<file path="src/rtl/seven_seg_scan.sv">
// rtl/seven_seg_scan.sv - multiplexed seven-segment scanner with tear-free frame-synchronous loading
module seven_seg_scan #(
    parameter int N_DIGITS       = 4,
    parameter int DIV            = 1000,
    parameter int SEG_ACTIVE_LOW = 0,
    parameter int AN_ACTIVE_LOW  = 0
) (
    input  logic                    clk,
    input  logic                    rst,
    input  logic [4*N_DIGITS-1:0]   din,
    input  logic [N_DIGITS-1:0]     dot_en,
    input  logic                    load,
    input  logic                    lz_blank,
    input  logic                    blank,
    output logic [7:0]              seg,
    output logic [N_DIGITS-1:0]     an,
    output logic                    frame
);

    localparam int PS_W  = (DIV > 1) ? $clog2(DIV) : 1;
    localparam int IDX_W = (N_DIGITS > 1) ? $clog2(N_DIGITS) : 1;

    // Inactive output levels; XOR with these also applies the polarity inversion.
    localparam logic [7:0]          SEG_OFF = (SEG_ACTIVE_LOW != 0) ? 8'hFF : 8'h00;
    localparam logic [N_DIGITS-1:0] AN_OFF  = (AN_ACTIVE_LOW != 0) ? '1 : '0;

    logic [PS_W-1:0]         presc;
    logic [IDX_W-1:0]        idx;
    logic [4*N_DIGITS-1:0]   disp_hex;
    logic [N_DIGITS-1:0]     disp_dot;
    logic [4*N_DIGITS-1:0]   pend_hex;
    logic [N_DIGITS-1:0]     pend_dot;
    logic                    pend_flag;
    logic                    boundary;

    logic [3:0]              cur_hex;
    logic                    cur_dot;
    logic                    cur_blanked;
    logic                    zero_run;
    logic [N_DIGITS-1:0]     an_log;

    function automatic logic [6:0] seg_lut(input logic [3:0] h);
        case (h)
            4'h0: seg_lut = 7'h3F;
            4'h1: seg_lut = 7'h06;
            4'h2: seg_lut = 7'h5B;
            4'h3: seg_lut = 7'h4F;
            4'h4: seg_lut = 7'h66;
            4'h5: seg_lut = 7'h6D;
            4'h6: seg_lut = 7'h7D;
            4'h7: seg_lut = 7'h07;
            4'h8: seg_lut = 7'h7F;
            4'h9: seg_lut = 7'h6F;
            4'hA: seg_lut = 7'h77;
            4'hB: seg_lut = 7'h7C;
            4'hC: seg_lut = 7'h39;
            4'hD: seg_lut = 7'h5E;
            4'hE: seg_lut = 7'h79;
            default: seg_lut = 7'h71;
        endcase
    endfunction

    assign boundary = (presc == PS_W'(DIV - 1)) && (idx == IDX_W'(N_DIGITS - 1));

    // Prescaler and digit index; the index steps only on the prescaler wrap.
    always_ff @(posedge clk) begin
        if (rst) begin
            presc <= '0;
            idx   <= '0;
        end else if (presc == PS_W'(DIV - 1)) begin
            presc <= '0;
            idx   <= (idx == IDX_W'(N_DIGITS - 1)) ? '0 : idx + IDX_W'(1);
        end else begin
            presc <= presc + PS_W'(1);
        end
    end

    // Loads park in the pending register; the display register only changes on a frame boundary.
    always_ff @(posedge clk) begin
        if (rst) begin
            disp_hex  <= '0;
            disp_dot  <= '0;
            pend_hex  <= '0;
            pend_dot  <= '0;
            pend_flag <= 1'b0;
        end else if (boundary) begin
            pend_flag <= 1'b0;
            if (load) begin
                disp_hex <= din;
                disp_dot <= dot_en;
            end else if (pend_flag) begin
                disp_hex <= pend_hex;
                disp_dot <= pend_dot;
            end
        end else if (load) begin
            pend_hex  <= din;
            pend_dot  <= dot_en;
            pend_flag <= 1'b1;
        end
    end

    // Select the scanned digit and decide leading-zero blanking from the top digit down.
    always_comb begin
        cur_hex     = 4'h0;
        cur_dot     = 1'b0;
        cur_blanked = 1'b0;
        zero_run    = 1'b1;
        for (int i = N_DIGITS - 1; i >= 0; i--) begin
            zero_run = zero_run && (disp_hex[4*i +: 4] == 4'h0);
            if (int'(idx) == i) begin
                cur_hex     = disp_hex[4*i +: 4];
                cur_dot     = disp_dot[i];
                cur_blanked = lz_blank && (i != 0) && zero_run;
            end
        end
        an_log = N_DIGITS'(1) << idx;
    end

    // Registered outputs: one cycle behind the index, display register and mode inputs.
    always_ff @(posedge clk) begin
        if (rst) begin
            seg   <= SEG_OFF;
            an    <= AN_OFF;
            frame <= 1'b0;
        end else begin
            frame <= boundary;
            if (blank || cur_blanked) begin
                seg <= SEG_OFF;
                an  <= AN_OFF;
            end else begin
                seg <= {cur_dot, seg_lut(cur_hex)} ^ SEG_OFF;
                an  <= an_log ^ AN_OFF;
            end
        end
    end

endmodule

</file>
<file path="config.mk">
export PLATFORM = sky130hd
export DESIGN_NAME = seven_seg_scan
export DESIGN_NICKNAME = d
export VERILOG_FILES = /design/src/rtl/seven_seg_scan.sv
export SDC_FILE = /design/constraint.sdc
export NUM_CORES = 1
export LEC_CHECK = 0
export BUFFER_PORTS_ARGS = -buffer_cell sky130_fd_sc_hd__buf_2
export CORE_MARGIN = 2
export CORE_UTILIZATION = 30
export DETAILED_ROUTE_END_ITERATION = 16
export PLACE_DENSITY = 0.48
export SYNTH_ARGS = -nofsm -noshare
export SYNTH_HDL_FRONTEND = slang
export SYNTH_SLANG_ARGS = --single-unit
</file>
<file path="constraint.sdc">
create_clock -name clk -period 7.9 [get_ports clk]
set_input_delay 1.975 -clock clk [delete_from_list [all_inputs] [get_ports clk]]
set_output_delay 1.975 -clock clk [all_outputs]
set_load 0.01 [all_outputs]
</file>
==> results of run 1 <==
## per-stage QoR
stage | total power [mW] | cells
detailed placement | 0.398 | 499
finish | 0.667 | 515
global placement | 0.398 | 499
global route | 0.700 | 515
floorplan | 0.382 | 348
CTS | 0.678 | 515
## final timing paths
path / start / endpoint / slack (ns) / depth (start not counted)
min: pend_hex[7]$_SDFFE_PP0P_ / pend_hex[7]$_SDFFE_PP0P_ / 0.45 / 2
max: load / pend_hex[12]$_SDFFE_PP0P_ / 4.54 / 5
min reg2reg: pend_hex[7]$_SDFFE_PP0P_ / pend_hex[7]$_SDFFE_PP0P_ / 0.45 / 2
max reg2reg: idx[0]$_SDFFE_PP0N_ / seg[0]$_SDFF_PP0_ / 4.97 / 10
## worst max-delay path, delay by kind of cell
kind | cells | cell delay (ns)
simple gates | 1 | 0.08
compound gates | 2 | 0.73
buf+inv | 2 | 0.82
## registers in the layout (all words and copies together) (netlist names)
signal and count:
an 4, disp_dot 4, disp_hex 16, frame 1, idx 2, pend_dot 4, pend_flag 1, pend_hex 16
presc 10, seg 8
## cell usage in the layout, fill, tap and decap left out, drive strengths merged, types with 10 or more instances in the layout
| cell type | n |
|---|---|
| nand2 | 49 |
| a21oi | 34 |
| a211oi | 25 |
| buf | 39 |
| ha | 12 |
| clkbuf | 10 |
| dfxtp | 66 |
| nor2 | 42 |
| mux2i | 23 |
## report_power, final
part	internal, mW	total (mW)	switching (mW)
combinational	0.0171	0.0434	0.0263
clock	0.146	0.278	0.132
sequential	0.342	0.346	0.00409
## logic make-up (layout without fill, tap and decap cells)
family          Yosys count  in the layout  synth area share (%)
simple gates            128            128                  18.9
compound gates           80             80                  20.3
flops                    66             66                  41.8
buf+inv                  33             64                  5.31
mux                      23             23                  7.29
fa+ha+maj                12             12                  4.75
xor+xnor                  6              6                  1.66
## metal layers
layer,vias up,wire (µm),GRT usage [%]
met5,-,0,0
met4,0,80,4.17
met3,7,218,3.47
met2,39,2900,19.6
met1,1115,3400,17.2
li1,1266,-,-
## layout make-up
cell class	instances	area [µm²]	share of cell area (%)
clock buffer	10	128	3.56
clock inverter	6	67.6	1.88
inverter	9	33.8	0.941
multi-input combinational	249	1670	46.5
sequential	66	1320	36.8
tap	136	170	4.74
timing repair buffer	39	200	5.58
==> flow_metrics.tcl, run 1 <==
set metrics [dict create \
    yosysTopAreaCellShare_pct 41.8 \
    outcome "completed" \
    fin_crit_sh_pct 42.5 \
    detail-route-antenna-nets 0 \
    path_class "input pin to register" \
    async_flop_share_pct 0 \
    post-route-min-period_ns 3.36 \
    coreArea_um2 10300 \
    skew_ns 0.0118 \
    power_leakage_nw 1.39 \
    cts_buffer_depth 2 \
    ys_ff_latch 66 \
    dp_slack_ns 4.16 \
    grt.total_usage_pct 12.7 \
    crit_required_ns 8.16 \
    totalWireLength_um 6600 \
    postCtsHoldBufs 0 \
    slowest_stage "a21boi_1" \
    grt_pass1_vias 2336 \
    ys_warn_count 0 \
    design.die.area_um2 11400 \
    cts_buffers 9 \
    p_per_area_nw_per_um2 186 \
    drt-wirelength-per-cell_um 12.8 \
    critPathLaunchType "input pin" \
    syn_inst 348 \
    die_w_um 107 \
    grt_first_pass_wirelength_um 11400 \
    clk_latency_ns 0.34 \
    area_delta_synth_final_pct 13.7 \
    peakVddDrop_uv 78.7 \
    drtPass1Iterations 4 \
    dr.first_iter.drc_count 69 \
    worstPathCellList "buf_2, a21boi_1, buf_4, nand2_1, a21oi_1" \
    seq_area_frac_synth_pct 41.8 \
    drive_above_1_share_pct 22.4 \
    io_pins 38 \
    nFillCells 1101 \
    ys_types 49 \
    cts-root-buf "clkbuf_8" \
    synth_nets 385 \
    hpwl_um 4570 \
    fmax_mhz 298 \
    cts_tree "built" \
    cp-end-kind "register" \
    final_area_um2 3590 \
    postCtsSetupRepairBufs 0 \
    synth_area_leaders "dfxtp_1, a211oi_2, mux2i_1" \
    start_util_pct 30.7 \
    grt_antenna_before_repair 0 \
    gr-total-overflow 0 \
    utilization_pct 34.9 \
    post_cts_resized 0 \
    critPathMaxFanout 23 \
    cap_violations 0 \
    cts-htree-levels 3 \
    setup_ws_ns 4.54 \
    holdCritPathClass "register to register" \
    gp_congestion 0.722 \
    num_rows 37 \
    synth_most_common_cell "dfxtp_1" \
    place_area_um2 3390 \
    worst_slew_pin_slew_ns 1.11 \
    clk_pin_slew_worst_paths_ns 0.07 \
    slowest_delay_ns 0.61 \
    drv_slew 0 \
    grt_max_degree 49 \
    die_height_um 107 \
    vias 2427 \
    fin_nets 411 \
    ys_top_cells_by_count "dfxtp_1, nand2_1, nor2_1" \
    finalSetupViolations 0 \
    n_antenna_cell 0 \
    relSlewSlack_pct 26.2 \
    viasPerCell 4.71 \
    hold_slack_ns 0.454 \
    setup_tns_ns 0 \
    cp.arrival_ns 3.62 \
    yosysTopAreaCell "dfxtp_1" \
    drc 0 \
    synth_edf_count 0 \
    synth_ff_type "dfxtp_1" \
    rsz0062_at_grt "false" \
    numPortBuffers 37 \
    report.final.hold_viol_count 0 \
    syn_area_um2 3160 \
    cts_sinks 66 \
    avgSynthCellArea_um2 9.07 \
]
Note: power is estimated with default switching activity, not from simulation.
==> inputs of run 2 (changes only) <==
==> constraint.sdc (replaced) <==
create_clock -name clk -period 3.5 [get_ports clk]
set_input_delay 0.875 -clock clk [delete_from_list [all_inputs] [get_ports clk]]
set_output_delay 0.875 -clock clk [all_outputs]
set_load 0.01 [all_outputs]
==> run 2 against run 1 <==
Net effect: register-to-register slack got worse by 4.3 ns; non-clock buffer count increased by 2; largest cell class unchanged; worst setup slack got worse by 3.9 ns; highest routed layer unchanged; first-iteration DRC count increased by 28%; final cell count unchanged.
==> flow_metrics.tcl, run 2 (synthesis results as in run 1) <==
set metrics [dict create \
    slowest_delay_ns 0.45 \
    path_class "register to register" \
    postCtsHoldBufs 0 \
    critPathLaunchType "register" \
    worstPathCellList "inv_1, ha_1, a21oi_1, o21ai_0, o22ai_1, inv_1, ha_1, nor4b_1, a31o_2, a2111oi_4" \
    crit_required_ns 3.73 \
    utilization_pct 35.0 \
    num_rows 37 \
    cts_sinks 66 \
    reg_top3 "disp_hex x16, pend_hex x16, presc x10" \
    post-route-min-period_ns 2.85 \
    grt.total_usage_pct 12.5 \
    area_delta_synth_final_pct 14.1 \
    drv_slew 0 \
    drt-wirelength-per-cell_um 12.9 \
    clk_latency_ns 0.33 \
    cap_violations 0 \
    finalSetupViolations 0 \
    worst_slew_pin_slew_ns 0.640 \
    cp-end-kind "register" \
    grt_busiest_layer "met2" \
    start_util_pct 30.7 \
    setup_tns_ns 0 \
    gr-total-overflow 0 \
    die_w_um 107 \
    grt_use_met2_pct 19.0 \
    cp.arrival_ns 3.09 \
    grt_max_degree 48 \
    clk_pin_slew_worst_paths_ns 0.07 \
    met3_usage_pct 2.37 \
    fin_crit_sh_pct 81.6 \
    drtPass1Iterations 4 \
    use_met1_pct 17.6 \
    peakVddDrop_uv 177 \
    hpwl_um 4590 \
    relSlewSlack_pct 57.3 \
    holdCritPathClass "register to register" \
    dr.first_iter.drc_count 88 \
    slowest_stage "dfxtp_1" \
    power_mw 1.52 \
    io_pins 38 \
    coreArea_um2 10300 \
    die_height_um 107 \
    fmax_mhz 350 \
    vias 2353 \
    grt_first_pass_wirelength_um 11200 \
    critPathMaxFanout 12 \
    grt_pass1_vias 2251 \
    grt_antenna_before_repair 0 \
    cts_buffers 9 \
    cts_tree "built" \
    design.die.area_um2 11400 \
    final_cell_mix "dfxtp_1, nand2_1, nor2_1" \
    rsz0062_at_grt "false" \
    crit_buf_inv 2 \
    power_leakage_nw 1.40 \
    cts-root-buf "clkbuf_8" \
    cts-htree-levels 3 \
    drive_above_1_share_pct 22.4 \
    totalWireLength_um 6620 \
    layout_commonest_cell "dfxtp_1" \
    post_cts_resized 0 \
    drc 0 \
    outcome "completed" \
    report.final.hold_viol_count 0 \
    postCtsSetupRepairBufs 0 \
    detail-route-antenna-nets 0 \
    p_per_area_nw_per_um2 422 \
    fin_nets 413 \
    viasPerCell 4.57 \
    skew_ns 0.00943 \
    numPortBuffers 37 \
    rrSetupSlack_ns 0.65 \
    cts_buffer_depth 2 \
    n_antenna_cell 0 \
    crit_family "compound AO/OA/AOI/OAI gates" \
    gp_congestion 0.783 \
]
## run 2: worst min-delay path, cell delays in order (launching register included)
cell,delay [ns]
dfxtp_1,0.31
nand2_1,0.05
a21oi_1,0.05
## run 2: stage by stage
stage	area, µm²	setup slack [ns]	hold slack (ns)	cells
floorplan	3160	0.985	0.426	348
global placement	3410	0.779	0.440	501
detailed placement	3410	0.686	0.446	501
CTS	3600	0.661	0.456	515
global route	3600	0.313	0.470	515
finish	3600	0.645	0.453	515
## run 2: cell type report
| type | instances | area [µm²] |
|---|---|---|
| tap | 136 | 170 |
| clock buffer | 12 | 155 |
| sequential | 66 | 1320 |
| clock inverter | 2 | 37.5 |
| multi-input combinational | 249 | 1670 |
| timing repair buffer | 41 | 215 |
| fill | 1084 | 6680 |
| inverter | 9 | 33.8 |
## run 2: metal layers
| layer | vias up | wire length, µm |
|---|---|---|
| li1 | 1263 | - |
| met1 | 1048 | 3520 |
| met2 | 35 | 2810 |
| met3 | 7 | 192 |
| met4 | 0 | 91 |
| met5 | - | 0 |
## run 2: worst paths after layout
path	start	to	cells past startpoint
worst max-delay path	idx[0]$_SDFFE_PP0N_	seg[0]$_SDFF_PP0_	10
worst max register to register	idx[0]$_SDFFE_PP0N_	seg[0]$_SDFF_PP0_	10
worst min register to register	pend_hex[10]$_SDFFE_PP0P_	pend_hex[10]$_SDFFE_PP0P_	2
worst min-delay path	pend_hex[10]$_SDFFE_PP0P_	pend_hex[10]$_SDFFE_PP0P_	2
## run 2: power breakdown
part	leakage [nW]	total, mW	internal [mW]	switching [mW]
logic	0.764	0.101	0.0397	0.0616
registers	0.538	0.781	0.772	0.00915
clock network	0.0946	0.638	0.361	0.278
==> inputs of run 3 (changes only) <==
--- a/config.mk
+++ b/config.mk
@@ -9,7 +9,7 @@
 export CORE_MARGIN = 2
 export CORE_UTILIZATION = 30
 export DETAILED_ROUTE_END_ITERATION = 16
-export PLACE_DENSITY = 0.48
+export PLACE_DENSITY = 0.49
 export SYNTH_ARGS = -nofsm -noshare
 export SYNTH_HDL_FRONTEND = slang
 export SYNTH_SLANG_ARGS = --single-unit
==> constraint.sdc (replaced) <==
create_clock -name clk -period 2.5 [get_ports clk]
set_input_delay 0.625 -clock clk [delete_from_list [all_inputs] [get_ports clk]]
set_output_delay 0.625 -clock clk [all_outputs]
set_load 0.01 [all_outputs]
==> run 3 against run 2 <==
Net effect: worst setup slack got worse by 0.47 ns; global-route usage rose by 0.26 points; hold slack barely moved; die area did not move; highest routed layer unchanged.
==> flow_metrics.tcl, run 3 (synthesis results as in run 1) <==
set metrics [dict create \
    skew_ns 0.00803 \
    clk_latency_ns 0.34 \
    crit_family "compound AO/OA/AOI/OAI gates" \
    holdPathStages 2 \
    viasPerCell 4.60 \
    fin_nets 421 \
    finalSetupViolations 0 \
    p_per_area_nw_per_um2 567 \
    setup_ws_ns 0.171 \
    num_rows 37 \
    power_leakage_nw 1.44 \
    critPathLaunchType "register" \
    hold_slack_ns 0.453 \
    drc 0 \
    peakVddDrop_uv 200 \
    detail-route-antenna-nets 0 \
    area_delta_synth_final_pct 17.2 \
    fin_crit_sh_pct 93.1 \
    final_area_um2 3700 \
    nFillCells 1108 \
    postCtsSetupRepairBufs 0 \
    cp.arrival_ns 2.56 \
    outcome "completed" \
    wl_met1_um 3390 \
    cts_sinks 66 \
    slowest_delay_ns 0.44 \
    cap_violations 0 \
    grt.total_usage_pct 12.8 \
    wl_met3_um 228 \
    power_mw 2.10 \
    rsz0062_at_grt "false" \
    drtPass1Iterations 4 \
    relSlewSlack_pct 59.6 \
    stdcell_count 524 \
    utilization_pct 36.0 \
    clk_pin_slew_worst_paths_ns 0.07 \
    n_antenna_cell 0 \
    io_pins 38 \
    totalWireLength_um 6780 \
    rrSetupSlack_ns 0.17 \
    hpwl_um 4800 \
    die_w_um 107 \
    gr-total-overflow 0 \
    place_area_um2 3490 \
    numPortBuffers 37 \
    multi_input_area_um2 1700 \
    cts_buffer_depth 2 \
    cp_num_cells 9 \
    cts-htree-levels 3 \
    report.final.hold_viol_count 0 \
    holdCritPathClass "register to register" \
    vias 2411 \
    place_inst 509 \
    post-route-min-period_ns 2.33 \
    fmax_mhz 429 \
    start_util_pct 30.7 \
    reg_top3 "disp_hex x16, pend_hex x16, presc x10" \
    drv_slew 0 \
    slowest_stage "or3b_2" \
    layout_commonest_cell "dfxtp_1" \
    seqCellArea_um2 1320 \
    cp-end-kind "register" \
    design.die.area_um2 11400 \
    die_height_um 107 \
    dr.first_iter.drc_count 79 \
    cts-root-buf "clkbuf_8" \
    topRoutingLayerUsed "met4" \
    crit_buf_inv 1 \
    crit_required_ns 2.73 \
    worstPathCellList "inv_1, ha_4, or3b_2, o21ai_0, a21oi_2, ha_1, nor4b_1, a31o_2, a2111oi_4" \
    coreArea_um2 10300 \
    grt_first_pass_wirelength_um 11300 \
    drive_above_1_share_pct 26.0 \
    worst_slew_pin_slew_ns 0.606 \
    cts_tree "built" \
    drt-wirelength-per-cell_um 12.9 \
    setup_tns_ns 0 \
    wl_met2_um 3020 \
    reg2regPathDepth 9 \
    grt_pass1_vias 2338 \
    dp_slack_ns 0.0330 \
    critPathMaxFanout 10 \
    gp_congestion 0.847 \
    final_cell_mix "dfxtp_1, nand2_1, nor2_1" \
    path_class "register to register" \
    grt_max_degree 47 \
    grt_antenna_before_repair 0 \
    cts_buffers 9 \
]
==> run 3: changes by cell type in the layout (fill, tap and decap cells not counted), moves of 2 or more <==
| cell | change |
|---|---|
| ha_1 | -4 |
| ha_2 | +3 |
| clkinv_2 | +2 |
| buf_4 | +7 |
| dfxtp_1 | -2 |
| dfxtp_2 | +2 |
==> run 3: worst reg2reg max path, stage by stage, from the launching register on <==
cell and delay [ns]:
dfxtp_2 0.35, inv_1 0.15, ha_4 0.21, or3b_2 0.44
o21ai_0 0.11, a21oi_2 0.09, ha_1 0.22, nor4b_1 0.16
a31o_2 0.25, a2111oi_4 0.26
==> run 3: power breakdown <==
group | switching, mW | leakage (nW) | internal [mW]
registers | 0.0125 | 0.539 | 1.08
logic | 0.0849 | 0.803 | 0.0576
clock network | 0.384 | 0.0962 | 0.480
total | 0.481 | 1.44 | 1.62
==> run 3: area by class of cell <==
cell class | instances | area share (%)
clock buffers | 12 | 3.92
multi-input cells | 249 | 45.9
repair buffers | 49 | 7.78
inverters | 9 | 0.913
flip-flops and latches | 66 | 35.8
clock inverters | 3 | 1.08
well taps | 136 | 4.60
==> run 3: worst paths after layout <==
path / end / start
worst min-delay path: pend_hex[8]$_SDFFE_PP0P_ / pend_hex[8]$_SDFFE_PP0P_
worst min register to register: pend_hex[8]$_SDFFE_PP0P_ / pend_hex[8]$_SDFFE_PP0P_
worst max-delay path: seg[0]$_SDFF_PP0_ / idx[1]$_SDFFE_PP0N_
worst max register to register: seg[0]$_SDFF_PP0_ / idx[1]$_SDFFE_PP0N_
==> run 3: per-layer routing <==
layer	vias to the layer above	track usage, %
li1	1279	-
met1	1090	16.5
met2	32	19.8
met3	10	3.40
met4	0	6.12
met5	-	0
==> run 3: repair_timing <==
item | in CTS | in global routing
resized for setup | 1 | 7
hold buffers | 0 | 0
cloned | 0 | 0
setup endpoints to repair | 1 | 5
